### config.mk
export PLATFORM = sky130hd
export DESIGN_NAME = uart_phy
export DESIGN_NICKNAME = d
export VERILOG_FILES = /design/src/rtl/uart_pkg.sv /design/src/rtl/uart_bit_timer.sv /design/src/rtl/uart_phy.sv
export SDC_FILE = /design/constraint.sdc
export NUM_CORES = 1
export LEC_CHECK = 0
export CORE_MARGIN = 2
export CORE_UTILIZATION = 50
export DETAILED_ROUTE_END_ITERATION = 16
export PLACE_DENSITY = 0.68
export SLEW_MARGIN = 30
export SYNTH_ARGS = -nofsm -noshare
export SYNTH_HDL_FRONTEND = slang
export SYNTH_HIERARCHICAL = 1
export SYNTH_SLANG_ARGS = --single-unit
### constraint.sdc
create_clock -name iClk -period 2.55 [get_ports iClk]
set_clock_uncertainty 0.1 [all_clocks]
set_input_delay 0.255 -clock iClk [delete_from_list [all_inputs] [get_ports iClk]]
set_output_delay 0.255 -clock iClk [all_outputs]
set_load 0.02 [all_outputs]
### src/rtl/uart_pkg.sv
`default_nettype none
// ============================================================================
// Module   : uart_pkg
// Brief    : Shared state encodings and 8N1 framing constants for uart_phy.
// Revision : 1.0 - initial release
// ============================================================================
package uart_pkg;

    // 8N1 framing: eight data bits between one start and one stop bit
    localparam int         c_DATA_BITS    = 8;
    localparam logic [2:0] c_LAST_BIT_IDX = 3'(c_DATA_BITS - 1);

    // Receive framing state
    typedef enum logic [2:0] {
        RX_IDLE  = 3'd0,
        RX_START = 3'd1,
        RX_DATA  = 3'd2,
        RX_STOP  = 3'd3,
        RX_BREAK = 3'd4
    } rx_state_t;

    // Transmit framing state
    typedef enum logic [1:0] {
        TX_IDLE  = 2'd0,
        TX_START = 2'd1,
        TX_DATA  = 2'd2,
        TX_STOP  = 2'd3
    } tx_state_t;

    // Hand-off of the received byte to the 8250 core
    typedef enum logic [1:0] {
        DLV_EMPTY = 2'd0,
        DLV_OFFER = 2'd1,
        DLV_WAIT  = 2'd2
    } dlv_state_t;

endpackage
`default_nettype wire

### src/rtl/uart_bit_timer.sv
`default_nettype none
// ============================================================================
// Module   : uart_bit_timer
// Brief    : Reloadable down-counter. Loading value N-1 makes oTc assert for
//            one cycle so that the consumer sees it N rising edges later.
// Revision : 1.0 - initial release
// ============================================================================
module uart_bit_timer #(
    parameter int WIDTH = 8
) (
    input  logic             iClk,
    input  logic             iRstN,
    input  logic             iLoad,
    input  logic [WIDTH-1:0] iLoadVal,
    output logic             oTc
);

    logic [WIDTH-1:0] r_cnt;
    logic             r_run;

    // Count down while running; a reload always wins over expiry
    always_ff @(posedge iClk) begin
        if (!iRstN) begin
            r_cnt <= '0;
            r_run <= 1'b0;
        end else if (iLoad) begin
            r_cnt <= iLoadVal;
            r_run <= 1'b1;
        end else if (r_run) begin
            if (r_cnt == '0) begin
                r_run <= 1'b0;
            end else begin
                r_cnt <= r_cnt - 1'b1;
            end
        end
    end

    assign oTc = r_run && (r_cnt == '0);

endmodule
`default_nettype wire

### src/rtl/uart_phy.sv
`default_nettype none
// ============================================================================
// Module   : uart_phy
// Brief    : Full-duplex 8N1 serial PHY for an 8250-style core: synchronised
//            receiver with one-byte holding buffer and offer/accept delivery,
//            plus an independent transmitter.
// Revision : 1.0 - initial release
// ============================================================================
module uart_phy
    import uart_pkg::*;
#(
    parameter int CLKS_PER_BIT = 217
) (
    input  logic       iClk,
    input  logic       iRstN,
    input  logic       iUartRx,
    output logic       oUartTx,
    output logic [7:0] oRxData,
    output logic       oRx,
    input  logic       iRxReady,
    input  logic       iRxTaken,
    output logic       oTxReady,
    input  logic [7:0] iTxData,
    input  logic       iTx,
    output logic       oFrameErr,
    output logic       oOverrun
);

    // Timers are loaded with (cycles - 1) so a full bit time fits the width
    localparam int                 c_CNT_W     = $clog2(CLKS_PER_BIT);
    localparam logic [c_CNT_W-1:0] c_FULL_LOAD = c_CNT_W'(CLKS_PER_BIT - 1);
    localparam logic [c_CNT_W-1:0] c_HALF_LOAD = c_CNT_W'(CLKS_PER_BIT / 2 - 1);

    // ------------------------------------------------------------------------
    // Receive path
    // ------------------------------------------------------------------------
    logic               r_rx_meta;
    logic               r_rx_sync;
    rx_state_t          r_rx_state;
    rx_state_t          w_rx_state_nxt;
    logic [7:0]         r_rx_shift;
    logic [7:0]         w_rx_shift_nxt;
    logic [2:0]         r_rx_idx;
    logic [2:0]         w_rx_idx_nxt;
    logic               w_rx_load;
    logic [c_CNT_W-1:0] w_rx_load_val;
    logic               w_rx_tc;
    logic               w_rx_store;
    logic               w_rx_frame_err;
    logic               r_frame_err;

    // Two-flop synchroniser; idles high so reset does not look like a start bit
    always_ff @(posedge iClk) begin
        if (!iRstN) begin
            r_rx_meta <= 1'b1;
            r_rx_sync <= 1'b1;
        end else begin
            r_rx_meta <= iUartRx;
            r_rx_sync <= r_rx_meta;
        end
    end

    uart_bit_timer #(
        .WIDTH    (c_CNT_W)
    ) u_rx_timer (
        .iClk     (iClk),
        .iRstN    (iRstN),
        .iLoad    (w_rx_load),
        .iLoadVal (w_rx_load_val),
        .oTc      (w_rx_tc)
    );

    // RX framing: find the start edge, sample mid-bit, check the stop bit
    always_comb begin
        w_rx_state_nxt = r_rx_state;
        w_rx_shift_nxt = r_rx_shift;
        w_rx_idx_nxt   = r_rx_idx;
        w_rx_load      = 1'b0;
        w_rx_load_val  = c_FULL_LOAD;
        w_rx_store     = 1'b0;
        w_rx_frame_err = 1'b0;
        case (r_rx_state)
            RX_IDLE: begin
                if (!r_rx_sync) begin
                    w_rx_state_nxt = RX_START;
                    w_rx_load      = 1'b1;
                    w_rx_load_val  = c_HALF_LOAD;
                end
            end
            RX_START: begin
                if (w_rx_tc) begin
                    if (!r_rx_sync) begin
                        w_rx_state_nxt = RX_DATA;
                        w_rx_idx_nxt   = 3'd0;
                        w_rx_load      = 1'b1;
                    end else begin
                        // Line went back high before mid start bit: glitch
                        w_rx_state_nxt = RX_IDLE;
                    end
                end
            end
            RX_DATA: begin
                if (w_rx_tc) begin
                    w_rx_shift_nxt = {r_rx_sync, r_rx_shift[7:1]};
                    w_rx_load      = 1'b1;
                    if (r_rx_idx == c_LAST_BIT_IDX) begin
                        w_rx_state_nxt = RX_STOP;
                    end else begin
                        w_rx_idx_nxt = r_rx_idx + 3'd1;
                    end
                end
            end
            RX_STOP: begin
                if (w_rx_tc) begin
                    if (r_rx_sync) begin
                        w_rx_store     = 1'b1;
                        w_rx_state_nxt = RX_IDLE;
                    end else begin
                        w_rx_frame_err = 1'b1;
                        w_rx_state_nxt = RX_BREAK;
                    end
                end
            end
            RX_BREAK: begin
                // Hold off until the line returns to idle so a long low
                // level is not decoded as a stream of zero bytes
                if (r_rx_sync) begin
                    w_rx_state_nxt = RX_IDLE;
                end
            end
            default: begin
                w_rx_state_nxt = RX_IDLE;
            end
        endcase
    end

    // RX framing state register
    always_ff @(posedge iClk) begin
        if (!iRstN) begin
            r_rx_state  <= RX_IDLE;
            r_rx_shift  <= 8'h00;
            r_rx_idx    <= 3'd0;
            r_frame_err <= 1'b0;
        end else begin
            r_rx_state  <= w_rx_state_nxt;
            r_rx_shift  <= w_rx_shift_nxt;
            r_rx_idx    <= w_rx_idx_nxt;
            r_frame_err <= w_rx_frame_err;
        end
    end

    // ------------------------------------------------------------------------
    // Holding buffer and delivery to the core
    // ------------------------------------------------------------------------
    logic [7:0] r_buf;
    logic       r_full;
    logic       r_overrun;
    dlv_state_t r_dlv_state;
    dlv_state_t w_dlv_state_nxt;
    logic [1:0] r_wait_cnt;
    logic [1:0] w_wait_cnt_nxt;
    logic       w_rx_strobe;
    logic       r_rx_strobe;
    logic       w_buf_clear;

    // Delivery: offer when the core is ready, allow two cycles for the take
    always_comb begin
        w_dlv_state_nxt = r_dlv_state;
        w_wait_cnt_nxt  = r_wait_cnt;
        w_rx_strobe     = 1'b0;
        w_buf_clear     = 1'b0;
        case (r_dlv_state)
            DLV_EMPTY: begin
                if (r_full) begin
                    w_dlv_state_nxt = DLV_OFFER;
                end
            end
            DLV_OFFER: begin
                if (iRxReady) begin
                    w_rx_strobe     = 1'b1;
                    w_wait_cnt_nxt  = 2'd0;
                    w_dlv_state_nxt = DLV_WAIT;
                end
            end
            DLV_WAIT: begin
                // Count 0 is the strobe cycle itself; the take window is
                // the two cycles that follow it
                if ((r_wait_cnt != 2'd0) && iRxTaken) begin
                    w_buf_clear     = 1'b1;
                    w_dlv_state_nxt = DLV_EMPTY;
                end else if (r_wait_cnt == 2'd2) begin
                    w_dlv_state_nxt = DLV_OFFER;
                end else begin
                    w_wait_cnt_nxt = r_wait_cnt + 2'd1;
                end
            end
            default: begin
                w_dlv_state_nxt = DLV_EMPTY;
            end
        endcase
    end

    // Buffer fill/drain; a store racing a clear is accepted as a fresh byte
    always_ff @(posedge iClk) begin
        if (!iRstN) begin
            r_buf       <= 8'h00;
            r_full      <= 1'b0;
            r_overrun   <= 1'b0;
            r_dlv_state <= DLV_EMPTY;
            r_wait_cnt  <= 2'd0;
            r_rx_strobe <= 1'b0;
        end else begin
            r_overrun   <= 1'b0;
            r_dlv_state <= w_dlv_state_nxt;
            r_wait_cnt  <= w_wait_cnt_nxt;
            r_rx_strobe <= w_rx_strobe;
            if (w_rx_store) begin
                if (!r_full || w_buf_clear) begin
                    r_buf  <= r_rx_shift;
                    r_full <= 1'b1;
                end else begin
                    r_overrun <= 1'b1;
                end
            end else if (w_buf_clear) begin
                r_full <= 1'b0;
            end
        end
    end

    assign oRxData   = r_buf;
    assign oRx       = r_rx_strobe;
    assign oFrameErr = r_frame_err;
    assign oOverrun  = r_overrun;

    // ------------------------------------------------------------------------
    // Transmit path
    // ------------------------------------------------------------------------
    tx_state_t  r_tx_state;
    tx_state_t  w_tx_state_nxt;
    logic [7:0] r_tx_shift;
    logic [7:0] w_tx_shift_nxt;
    logic [2:0] r_tx_idx;
    logic [2:0] w_tx_idx_nxt;
    logic       w_tx_load;
    logic       w_tx_tc;
    logic       r_tx_line;
    logic       w_tx_line_nxt;
    logic       r_tx_ready;

    uart_bit_timer #(
        .WIDTH    (c_CNT_W)
    ) u_tx_timer (
        .iClk     (iClk),
        .iRstN    (iRstN),
        .iLoad    (w_tx_load),
        .iLoadVal (c_FULL_LOAD),
        .oTc      (w_tx_tc)
    );

    // TX framing and the registered level for the serial line
    always_comb begin
        w_tx_state_nxt = r_tx_state;
        w_tx_shift_nxt = r_tx_shift;
        w_tx_idx_nxt   = r_tx_idx;
        w_tx_load      = 1'b0;
        case (r_tx_state)
            TX_IDLE: begin
                // r_tx_ready also blocks the cycle straight after reset
                if (iTx && r_tx_ready) begin
                    w_tx_shift_nxt = iTxData;
                    w_tx_state_nxt = TX_START;
                    w_tx_load      = 1'b1;
                end
            end
            TX_START: begin
                if (w_tx_tc) begin
                    w_tx_state_nxt = TX_DATA;
                    w_tx_idx_nxt   = 3'd0;
                    w_tx_load      = 1'b1;
                end
            end
            TX_DATA: begin
                if (w_tx_tc) begin
                    w_tx_shift_nxt = {1'b0, r_tx_shift[7:1]};
                    w_tx_load      = 1'b1;
                    if (r_tx_idx == c_LAST_BIT_IDX) begin
                        w_tx_state_nxt = TX_STOP;
                    end else begin
                        w_tx_idx_nxt = r_tx_idx + 3'd1;
                    end
                end
            end
            TX_STOP: begin
                if (w_tx_tc) begin
                    w_tx_state_nxt = TX_IDLE;
                end
            end
            default: begin
                w_tx_state_nxt = TX_IDLE;
            end
        endcase

        case (w_tx_state_nxt)
            TX_START: w_tx_line_nxt = 1'b0;
            TX_DATA:  w_tx_line_nxt = w_tx_shift_nxt[0];
            default:  w_tx_line_nxt = 1'b1;
        endcase
    end

    // TX state register; ready follows the state one cycle late
    always_ff @(posedge iClk) begin
        if (!iRstN) begin
            r_tx_state <= TX_IDLE;
            r_tx_shift <= 8'h00;
            r_tx_idx   <= 3'd0;
            r_tx_line  <= 1'b1;
            r_tx_ready <= 1'b0;
        end else begin
            r_tx_state <= w_tx_state_nxt;
            r_tx_shift <= w_tx_shift_nxt;
            r_tx_idx   <= w_tx_idx_nxt;
            r_tx_line  <= w_tx_line_nxt;
            r_tx_ready <= (w_tx_state_nxt == TX_IDLE);
        end
    end

    assign oUartTx  = r_tx_line;
    assign oTxReady = r_tx_ready;

endmodule
`default_nettype wire

==> results.py <==
metrics = {
    "outcome": {
        "run_status": "finished, final reports clean",
    },
    "synthesis": {
        "async_flop_share_pct": 0,
        "synth-edff-count": 0,
        "syn_avg_cell_area_um2": 8.72,
        "synth_cells": 361,
        "ys.flop_type": "dfxtp_1",
        "netlist-cell-type-count": 54,
        "yosys_warnings": 6,
        "synth-seq-cells": 65,
        "syn-cell-area_um2": 3150,
        "ys_seq_area_share_pct": 41.4,
    },
    "cells_and_area": {
        "fill_cells": 505,
        "postLayoutCellArea_um2": 3730,
        "diodes": 0,
        "final_common_cell": "dfxtp_1",
        "regArea_um2": 1300,
        "area_growth_pct": 18.6,
        "multi_input_area_um2": 1750,
        "finalNetCount": 430,
        "final_cell_mix": "dfxtp_1, nor2_1, nand2_1",
        "drive_above_1_share_pct": 9.09,
    },
    "detailed_routing": {
        "drt_iter0_drc": 102,
        "drc": 0,
        "wl_per_cell_um": 12.0,
        "via_per_inst": 5.28,
        "num_vias": 2545,
        "wirelength_mm": 5.79,
        "final_antenna_net_count": 0,
        "dr.pass1.iters": 4,
    },
    "hold_path": {
        "hold_class": "register to register",
        "min_from": "r_rx_meta$_SDFF_PN1_",
    },
    "clocking": {
        "clock_sinks": 65,
        "cts_setup_buffers": 0,
        "cts_tree": "done",
        "clk_path_buf_depth": 2,
        "cts_root_buf": "clkbuf_8",
        "cts_resized": 0,
        "ctsHoldBuffers": 0,
        "htreeDepth": 3,
        "path_clk_slew_ns": 0.07,
        "clock_latency_ns": 0.33,
        "cts_buffers": 9,
    },
    "floorplan": {
        "dieArea_um2": 6940,
        "start_util_pct": 52.5,
        "io-pin-count": 27,
        "rows": 28,
        "fp.dieW_um": 83.3,
        "die_y_um": 83.3,
        "core_um2": 5990,
    },
    "placement": {
        "place_area_um2": 3530,
        "numPortBuffers": 26,
        "dpl.hpwl_mm": 4.10,
        "gp_congestion": 0.800,
    },
    "run": {
        "max_cap_viol_count": 0,
    },
    "worst_setup_path": {
        "critPathKind": "register to register",
        "cp_max_fo": 8,
        "cp-start-kind": "register",
        "arrival_ns": 2.48,
        "crit_start": "u_tx_timer/r_cnt[1]$_SDFFE_PN0P_",
        "reg2reg_from": "u_tx_timer/r_cnt[1]$_SDFFE_PN0P_",
        "end_kind": "register",
        "critPathRequiredTime_ns": 2.67,
    },
    "global_route": {
        "grt_max_degree": 38,
        "grt_usage_pct": 17.6,
        "antenna_found_initial": 0,
        "overflow": 0,
        "grt_pass1_wl_mm": 10.3,
        "grt_pass1_vias": 2317,
    },
    "sta": {
        "tns_ns": 0,
        "fin_crit_sh_pct": 92.6,
        "slew_viol_final": 0,
        "fin_hold_ws_ns": 0.325,
        "slew_headroom_pct": 60.3,
        "rsz0062_at_grt": "false",
        "max_clock_freq_ghz": 0.424,
        "hold_violations": 0,
        "tightest_slew_ns": 0.594,
        "setup_viol": 0,
        "min_period_ns": 2.36,
    },
    "power_and_ir_drop": {
        "finalPower_mw": 2.33,
        "power.density_nw_per_um2": 625,
        "ir_drop_mv": 0.415,
        "leakage_nw": 1.46,
    },
}
[path summary, 6_finish.rpt]
kind                                to  slack (ns)  cells after the start
hold reg to reg   r_rx_sync$_SDFF_PN1_        0.32                      1
setup / recovery    oUartTx$_SDFF_PN1_        0.19                      8
setup reg to reg    oUartTx$_SDFF_PN1_        0.19                      8
hold / removal    r_rx_sync$_SDFF_PN1_        0.32                      1
[sequential cells by signal (all words and copies together), names as in the netlist]
| signal | flops |
|---|---|
| r_tx_idx | 3 |
| r_full | 1 |
| oUartTx | 1 |
| oRxData | 8 |
| r_wait_cnt | 2 |
| r_rx_sync | 1 |
| u_tx_timer/r_cnt | 8 |
| r_tx_state | 2 |
| oTxReady | 1 |
| r_dlv_state | 2 |
| r_tx_shift | 8 |
| u_rx_timer/r_run | 1 |
| u_rx_timer/r_cnt | 8 |
| r_rx_state | 3 |
| r_rx_idx | 3 |
| r_rx_shift | 8 |
| oOverrun | 1 |
| u_tx_timer/r_run | 1 |
| r_rx_meta | 1 |
| oFrameErr | 1 |
| oRx | 1 |
[critical path: stages, from the launching register on]
cell and delay, ns:
dfxtp_1 0.38, inv_1 0.09, ha_1 0.21, nor3b_1 0.15, and3_2 0.26, and2_1 0.18, a31o_1 0.23, or2_1 0.26
o41a_1 0.40
[routing by layer]
metal	track usage (%)	wire length [um]	up-vias
met2	28.6	2690	45
met4	5.81	72	0
met5	0	0	-
met1	22.7	2790	1149
li1	-	-	1343
met3	4.67	238	8
[final cells by class]
type,instances,share of cell area [%]
flip-flops and latches,65,34.9
well taps,75,2.51
inverters,16,1.61
multi-input cells,276,47.0
clock inverters,6,1.78
clock buffers,10,3.69
repair buffers,34,8.58
[stage by stage]
step	cells	utilization (%)	worst slack [ns]
final	482	62.3	0.189
after global routing	482	62.3	0.114
after floorplan	370	-	0.208
after CTS	482	62.3	0.214
after global placement	466	58.9	0.287
after detailed placement	466	58.9	0.218
[cell usage after synthesis (2+ instances only)]
cell,n,area share [%]
o21a_1,4,0.95
conb_1,2,0.24
o22ai_1,3,0.60
xnor2_1,8,2.2
buf_2,2,0.32
a311oi_1,3,0.84
o21ai_0,14,2.2
a22oi_1,8,1.9
buf_6,2,0.72
nor2b_1,9,1.8
nor3_1,3,0.48
or3_1,3,0.60
nand3_1,9,1.4
nand4_1,2,0.40
a21oi_1,31,4.9
and2_2,2,0.48
dfxtp_1,65,41
and3_2,2,0.48
nor2_1,37,4.4
a31oi_1,3,0.60
clkbuf_1,9,1.1
nand2b_1,10,2.0
a21boi_1,2,0.48
ha_1,14,5.6
or2_2,3,0.60
nand4b_1,2,0.56
mux2i_1,13,4.1
and2_1,3,0.60
nor4_4,2,1.4
inv_1,15,1.8
a211oi_1,8,1.9
o211a_1,2,0.64
o211ai_1,3,0.72
or4b_1,2,0.64
nand2_1,36,4.3
nor3b_1,7,1.7
[report_power, final]
part / switching (mW) / internal, mW
clock network: 0.397 / 0.479
registers: 0.0487 / 1.07
logic: 0.178 / 0.164
total: 0.624 / 1.71
[cells by family after synthesis]
kind of cell	count (synthesis)	share of synthesized area, %
AOI/OAI and AO/OA	90	18.6
muxes	13	4.14
other	2	0.239
DFF	65	41.4
adders and majority gates	14	5.57
buffers and inverters	29	4.02
xor gates and xnor gates	8	2.23
and+or+nand+nor	140	23.8
Note: power is estimated with default switching activity, not from simulation.
